File: config.mk
export PLATFORM = sky130hd
export DESIGN_NAME = mac_accum_flat
export DESIGN_NICKNAME = d
export VERILOG_FILES = /design/src/rtl/mac_accum_if.sv /design/src/rtl/mac_accum.sv /design/src/flat_wrapper.sv
export SDC_FILE = /design/constraint.sdc
export NUM_CORES = 2
export LEC_CHECK = 0
export ABC_CLOCK_PERIOD_IN_PS = 7000
export CORE_UTILIZATION = 65
export CTS_CLUSTER_DIAMETER = 80
export CTS_CLUSTER_SIZE = 28
export DETAILED_ROUTE_END_ITERATION = 7
export DONT_BUFFER_PORTS = 1
export PLACE_DENSITY = 0.81
export SLEW_MARGIN = 20
export SYNTH_ARGS = -nofsm -noshare
export SYNTH_HDL_FRONTEND = slang
export SYNTH_SLANG_ARGS = --single-unit
File: constraint.sdc
create_clock -name clk -period 7 [get_ports clk]
set_input_delay 1.05 -clock clk [delete_from_list [all_inputs] [get_ports clk]]
set_output_delay 1.05 -clock clk [all_outputs]
set_load 0.05 [all_outputs]
File: src/rtl/mac_accum_if.sv
// Beat-in / frame-result-out bundle for mac_accum.
// master drives beats and observes results; slave is the accumulator.
interface mac_accum_if #(
   parameter int unsigned LANES  = 16,
   parameter int unsigned DATA_W = 8,
   parameter int unsigned ACC_W  = 32,
   parameter int unsigned CNT_W  = 16
);
   logic [LANES*DATA_W-1:0] pixelsIn;
   logic [LANES*DATA_W-1:0] weightsIn;
   logic                    validIn;
   logic                    lastIn;
   logic [ACC_W-1:0]        biasIn;
   logic [ACC_W-1:0]        sumOut;
   logic                    validOut;
   logic [CNT_W-1:0]        beatCount;
   logic                    satFlag;

   modport master (
      output pixelsIn, weightsIn, validIn, lastIn, biasIn,
      input  sumOut, validOut, beatCount, satFlag
   );

   modport slave (
      input  pixelsIn, weightsIn, validIn, lastIn, biasIn,
      output sumOut, validOut, beatCount, satFlag
   );
endinterface

File: src/rtl/mac_accum.sv
// Pipelined multi-lane multiply-accumulate: register inputs, lane products, adder-tree sum,
// then a saturating frame accumulator that reports bias + sum of products per frame.
module mac_accum #(
   parameter int unsigned LANES  = 16,
   parameter int unsigned DATA_W = 8,
   parameter int unsigned ACC_W  = 32,
   parameter int unsigned SIGNED = 0,
   parameter int unsigned CNT_W  = 16
) (
   input  logic        clk,
   input  logic        rst,
   mac_accum_if.slave  bus
);
   localparam int unsigned PROD_W    = 2 * DATA_W;
   localparam int unsigned LOG2_L    = $clog2(LANES);
   localparam int unsigned TREE_W    = PROD_W + LOG2_L;
   localparam int unsigned NODES     = 2 * LANES - 1;
   localparam int unsigned BUS_W     = LANES * DATA_W;
   localparam bit          IS_SIGNED = (SIGNED != 0);

   typedef enum logic {ST_IDLE = 1'b0, ST_ACCUM = 1'b1} state_e;

   // stage 1
   logic [BUS_W-1:0]  pix_d, pix_q, wt_d, wt_q;
   logic              s1_valid_d, s1_valid_q, s1_last_d, s1_last_q;
   logic [ACC_W-1:0]  s1_bias_d, s1_bias_q;
   // stage 2
   logic [PROD_W-1:0] prod_d [LANES];
   logic [PROD_W-1:0] prod_q [LANES];
   logic              s2_valid_d, s2_valid_q, s2_last_d, s2_last_q;
   logic [ACC_W-1:0]  s2_bias_d, s2_bias_q;
   // stage 3
   logic [ACC_W-1:0]  tree_d, tree_q;
   logic              s3_valid_d, s3_valid_q, s3_last_d, s3_last_q;
   logic [ACC_W-1:0]  s3_bias_d, s3_bias_q;
   // accumulator and result registers
   state_e            state_d, state_q;
   logic [ACC_W-1:0]  acc_d, acc_q, sum_d, sum_q;
   logic [CNT_W-1:0]  cnt_d, cnt_q, beat_d, beat_q;
   logic              sat_d, sat_q, satf_d, satf_q, vout_d, vout_q;
   logic [ACC_W-1:0]  add_base;
   logic [ACC_W:0]    add_out;

   function automatic logic [PROD_W-1:0] ext_op(input logic [DATA_W-1:0] x);
      if (IS_SIGNED) ext_op = PROD_W'($signed(x));
      else           ext_op = PROD_W'(x);
   endfunction

   function automatic logic [TREE_W-1:0] ext_prod(input logic [PROD_W-1:0] x);
      if (IS_SIGNED) ext_prod = TREE_W'($signed(x));
      else           ext_prod = TREE_W'(x);
   endfunction

   function automatic logic [ACC_W-1:0] ext_tree(input logic [TREE_W-1:0] x);
      if (IS_SIGNED) ext_tree = ACC_W'($signed(x));
      else           ext_tree = ACC_W'(x);
   endfunction

   // Returns {clamped, result}; one extra bit of headroom exposes the overflow.
   function automatic logic [ACC_W:0] sat_add(input logic [ACC_W-1:0] a, input logic [ACC_W-1:0] b);
      logic [ACC_W:0] s;
      if (IS_SIGNED) begin
         s = {a[ACC_W-1], a} + {b[ACC_W-1], b};
         if (s[ACC_W] != s[ACC_W-1])
            sat_add = {1'b1, s[ACC_W], {(ACC_W-1){~s[ACC_W]}}};
         else
            sat_add = {1'b0, s[ACC_W-1:0]};
      end else begin
         s = {1'b0, a} + {1'b0, b};
         if (s[ACC_W]) sat_add = {1'b1, {ACC_W{1'b1}}};
         else          sat_add = {1'b0, s[ACC_W-1:0]};
      end
   endfunction

   always_comb begin : stage1_next
      pix_d      = bus.pixelsIn;
      wt_d       = bus.weightsIn;
      s1_valid_d = bus.validIn;
      s1_last_d  = bus.lastIn;
      s1_bias_d  = bus.biasIn;
   end

   // Lane k occupies the k-th DATA_W slice counting from the MSB end.
   always_comb begin : stage2_next
      for (int k = 0; k < int'(LANES); k++) begin
         prod_d[k] = ext_op(pix_q[DATA_W*(LANES-k)-1 -: DATA_W])
                   * ext_op(wt_q[DATA_W*(LANES-k)-1 -: DATA_W]);
      end
      s2_valid_d = s1_valid_q;
      s2_last_d  = s1_last_q;
      s2_bias_d  = s1_bias_q;
   end

   // Heap-ordered binary tree: node i sums children 2i+1 and 2i+2, leaves hold products.
   always_comb begin : stage3_next
      logic [TREE_W-1:0] node [NODES];
      for (int i = 0; i < int'(LANES); i++) node[int'(LANES)-1+i] = ext_prod(prod_q[i]);
      for (int i = int'(LANES) - 2; i >= 0; i--) node[i] = node[2*i+1] + node[2*i+2];
      tree_d     = ext_tree(node[0]);
      s3_valid_d = s2_valid_q;
      s3_last_d  = s2_last_q;
      s3_bias_d  = s2_bias_q;
   end

   always_comb begin : accum_next
      state_d  = state_q;
      acc_d    = acc_q;
      cnt_d    = cnt_q;
      sat_d    = sat_q;
      sum_d    = sum_q;
      beat_d   = beat_q;
      satf_d   = satf_q;
      vout_d   = 1'b0;
      add_base = (state_q == ST_IDLE) ? s3_bias_q : acc_q;
      add_out  = sat_add(add_base, tree_q);
      if (s3_valid_q) begin
         acc_d = add_out[ACC_W-1:0];
         if (state_q == ST_IDLE) begin
            cnt_d = CNT_W'(1);
            sat_d = add_out[ACC_W];
         end else begin
            cnt_d = (&cnt_q) ? cnt_q : cnt_q + CNT_W'(1);
            sat_d = sat_q | add_out[ACC_W];
         end
         if (s3_last_q) begin
            state_d = ST_IDLE;
            vout_d  = 1'b1;
            sum_d   = acc_d;
            beat_d  = cnt_d;
            satf_d  = sat_d;
         end else begin
            state_d = ST_ACCUM;
         end
      end
   end

   // Control state: valid tags, FSM, accumulator and result registers.
   always_ff @(posedge clk) begin
      if (rst) begin
         s1_valid_q <= 1'b0;
         s2_valid_q <= 1'b0;
         s3_valid_q <= 1'b0;
         state_q    <= ST_IDLE;
         acc_q      <= '0;
         cnt_q      <= '0;
         sat_q      <= 1'b0;
         sum_q      <= '0;
         beat_q     <= '0;
         satf_q     <= 1'b0;
         vout_q     <= 1'b0;
      end else begin
         s1_valid_q <= s1_valid_d;
         s2_valid_q <= s2_valid_d;
         s3_valid_q <= s3_valid_d;
         state_q    <= state_d;
         acc_q      <= acc_d;
         cnt_q      <= cnt_d;
         sat_q      <= sat_d;
         sum_q      <= sum_d;
         beat_q     <= beat_d;
         satf_q     <= satf_d;
         vout_q     <= vout_d;
      end
   end

   // Datapath payload is only consumed when its valid tag is set.
   always_ff @(posedge clk) begin
      pix_q     <= pix_d;
      wt_q      <= wt_d;
      s1_last_q <= s1_last_d;
      s1_bias_q <= s1_bias_d;
      prod_q    <= prod_d;
      s2_last_q <= s2_last_d;
      s2_bias_q <= s2_bias_d;
      tree_q    <= tree_d;
      s3_last_q <= s3_last_d;
      s3_bias_q <= s3_bias_d;
   end

   assign bus.sumOut    = sum_q;
   assign bus.validOut  = vout_q;
   assign bus.beatCount = beat_q;
   assign bus.satFlag   = satf_q;
endmodule

File: src/flat_wrapper.sv
// flat-port wrapper written by rule: the top's interface ports become plain ports
module mac_accum_flat 
#(
   parameter int unsigned LANES  = 16,
   parameter int unsigned DATA_W = 8,
   parameter int unsigned ACC_W  = 32,
   parameter int unsigned SIGNED = 0,
   parameter int unsigned CNT_W  = 16
)
  (clk, rst, bus_pixelsIn, bus_weightsIn, bus_validIn, bus_lastIn, bus_biasIn, bus_sumOut, bus_validOut, bus_beatCount, bus_satFlag);
  mac_accum_if #(.LANES(LANES), .DATA_W(DATA_W), .ACC_W(ACC_W), .CNT_W(CNT_W)) bus_i ();
  input  logic clk;
  input  logic rst;
  input wire logic [$bits(bus_i.pixelsIn)-1:0] bus_pixelsIn;
  input wire logic [$bits(bus_i.weightsIn)-1:0] bus_weightsIn;
  input wire logic [$bits(bus_i.validIn)-1:0] bus_validIn;
  input wire logic [$bits(bus_i.lastIn)-1:0] bus_lastIn;
  input wire logic [$bits(bus_i.biasIn)-1:0] bus_biasIn;
  output wire logic [$bits(bus_i.sumOut)-1:0] bus_sumOut;
  output wire logic [$bits(bus_i.validOut)-1:0] bus_validOut;
  output wire logic [$bits(bus_i.beatCount)-1:0] bus_beatCount;
  output wire logic [$bits(bus_i.satFlag)-1:0] bus_satFlag;
  assign bus_i.pixelsIn = bus_pixelsIn;
  assign bus_i.weightsIn = bus_weightsIn;
  assign bus_i.validIn = bus_validIn;
  assign bus_i.lastIn = bus_lastIn;
  assign bus_i.biasIn = bus_biasIn;
  assign bus_sumOut = bus_i.sumOut;
  assign bus_validOut = bus_i.validOut;
  assign bus_beatCount = bus_i.beatCount;
  assign bus_satFlag = bus_i.satFlag;
  mac_accum #(.LANES(LANES), .DATA_W(DATA_W), .ACC_W(ACC_W), .SIGNED(SIGNED), .CNT_W(CNT_W)) u_core (.clk(clk), .rst(rst), .bus(bus_i));
endmodule
==> results.cfg <==
[layout]
fillers = 6825
drive_gt1_share_pct = 2.769
area_growth_pct = 4.790
design_area_mm2 = 0.06143
nets = 7800
fin_util_pct = 69.08

[placement]
gp_congestion = 0.9378
dpl-instance-area_mm2 = 0.05990
io_buffers = 0
dp_hpwl_um = 104000

[global_routing]
grt_antenna_before_repair = 15
track_usage_pct = 28.73
grt_max_degree = 76
first_global_vias = 42083
grt_pass1_wl_um = 211900
grt_overflow = 0

[drt]
wl_per_cell_um = 17.50
wl_um = 127300
ant_nets = 0
drt_iter0_markers = 2351
vias_per_cell = 5.606
vias = 40790
drt_pass1_iterations = 7
drc = 0

[setup_path]
r2r_slack_ns = 0.60
crit_type = reg -> reg
crit_buf_inv = 3
cp-end-kind = flop
worstPathArrival_ns = 7.00
worstPathRequired_ns = 7.60
critPathMaxStageDelay_ns = 0.60
reg2regPathDepth = 23
crit_family = adder cells
worstPathCellList = ha_1 -> fa_1 -> a21oi_1 -> o21ai_1 -> a2111oi_0 -> o31ai_1 -> nor2_1 -> xor2_1 -> fa_1 -> inv_1 -> fa_1 -> fa_1 -> inv_1 -> fa_1 -> inv_1 -> ha_1 -> and3_1 -> and3_1 -> nand3_1 -> and4_1 -> o41ai_1 -> nand3_1 -> nand2_1
slowest_stage = a2111oi_0
cp_max_fo = 4
r2r-start = u_core.prod_q[96]
cp-start-kind = flop
rr_endpoint = u_core.tree_q[19]
path_common_cell = fa_1

[logic_synthesis]
synth_area_leaders = dfxtp_1, fa_1, ha_1
synth_most_common_cell = inv_1
synth_top_cell_by_area = dfxtp_1
synth_cell_type_count = 77
synth_edf_count = 0
yosysSeqAreaShare_pct = 25.07
synth_warnings = 0
synth_area_mm2 = 0.05862
ys_ff_latch = 734
netlist_instances = 6079
avgSynthCellArea_um2 = 9.643
synth-async-reset-ratio_pct = 0
synthTopCellsByCount = inv_1, ha_1, dfxtp_1, fa_1, nand2_1
synth_ff_type = dfxtp_1
synth_top_area_share_pct = 25.07
syn_nets = 7802

[timing]
worst_pin_slew_ns = 0.9167
finalSetupViolCount = 0
period_needed_ns = 6.398
report.final.slew_viol_count = 0
clock.fmax_mhz = 156.3
relSlewSlack_pct = 38.88
fin_setup_tns_ns = 0
final.period_utilization_pct = 91.40
fin_skew_ns = 0.02548
rsz0062_at_grt = false
hold_viol_final = 0

[cts]
cts_tree = done
path_clk_slew_ns = 0.11
cts_root_buf = clkbuf_16
postCtsSetupRepairBufs = 0
cts_hold_buffers = 0
numCtsBuffers = 42
clk_latency_ns = 0.65
htree_levels = 2
cts_sinks = 734
cts_buffer_depth = 3
cts.repair.resized = 0

[hold_path]
hp-start = u_core.s2_bias_q[3]
holdPathEnd = u_core.s3_bias_q[3]
whs_path_depth = 0
hp-class = reg -> reg

[die]
pin_count = 342
std_cell_rows = 109
start_util_pct = 65.92
die_height_um = 302.3
die_area_mm2 = 0.09139
core_area_mm2 = 0.08892
die_x_um = 302.3

[status]
outcome = finished clean

[run]
cap_violations = 0
[cell type report]
type,instances,area (um2),share of cell area (%)
Antenna cell,8,20.02,0.03259
Clock buffer,44,1069,1.739
Clock inverter,26,436.7,0.7109
Inverter,934,3506,5.707
Multi-Input combinational cell,4360,40200,65.45
Sequential cell,734,14700,23.93
Tap cell,1165,1458,2.373
Timing Repair Buffer,5,37.54,0.06111
[worst reg2reg max path: stages, from the launching register on]
cell       delay [ns]
dfxtp_1          0.31
ha_1             0.21
fa_1             0.41
a21oi_1          0.17
o21ai_1          0.12
a2111oi_0        0.60
o31ai_1          0.22
nor2_1           0.15
xor2_1           0.23
fa_1             0.49
inv_1            0.10
fa_1             0.40
fa_1             0.49
inv_1            0.05
fa_1             0.47
inv_1            0.05
ha_1             0.34
and3_1           0.25
and3_1           0.17
nand3_1          0.10
and4_1           0.23
o41ai_1          0.59
nand3_1          0.14
nand2_1          0.09
[per-layer routing]
| layer | routed length [um] | GRT usage [%] |
|---|---|---|
| met1 | 55290 | 38.14 |
| met2 | 61840 | 49.45 |
| met3 | 6785 | 3.749 |
| met4 | 3358 | 7.540 |
| met5 | 56 | 0 |
[worst max-delay path by stage]
stage               slack (ns)  cells after the start                end              start
finish                    0.60                     23  u_core.tree_q[19]  u_core.prod_q[96]
global route              0.16                     25  u_core.tree_q[19]  u_core.prod_q[32]
CTS                       0.63                     23  u_core.tree_q[19]  u_core.prod_q[96]
detailed placement        0.66                     23  u_core.tree_q[19]  u_core.prod_q[96]
global placement          0.80                     23  u_core.tree_q[19]  u_core.prod_q[96]
floorplan                 1.29                     21  u_core.tree_q[17]  u_core.prod_q[96]
[state kept, by name, summed over array words and instances (netlist names), 16 cells and up]
register	cells
u_core.cnt_q	16
u_core.acc_q	32
u_core.bus.beatCount	16
u_core.tree_q	20
u_core.s2_bias_q	32
u_core.s3_bias_q	32
u_core.pix_q	128
u_core.bus.sumOut	32
u_core.s1_bias_q	32
u_core.prod_q	256
u_core.wt_q	128
[cell usage in the layout, fill, tap and decap left out, types with 145 or more instances in the layout]
cell type,n
xnor2_1,259
nand2_1,621
nor2_1,294
fa_1,686
dfxtp_1,732
inv_1,934
ha_1,745
and2_1,602
a21oi_1,196
o21ai_0,145
[cells by family after synthesis]
group,synth area share [%]
AO/OA/AOI/OAI,8.060
flip-flops,25.07
adder cells (fa/ha/maj),39.33
multiplexers,0.6553
AND/OR/NAND/NOR,15.83
XOR/XNOR,4.691
buffers and inverters,6.369
[stage by stage]
| stage | hold slack [ns] | cells | worst slack [ns] |
|---|---|---|---|
| 3_3_place_gp | 0.3116 | 7198 | 0.7999 |
| 6_report | 0.3226 | 7276 | 0.6020 |
| 4_1_cts | 0.3258 | 7268 | 0.6256 |
| 5_1_grt | 0.3264 | 7272 | 0.1642 |
| 2_1_floorplan | 0.3096 | 6079 | 1.290 |
| 3_5_place_dp | 0.3121 | 7198 | 0.6614 |
Power is not shown: default switching activity piles up to over one toggle a cycle in this logic, so the estimate is an artifact.
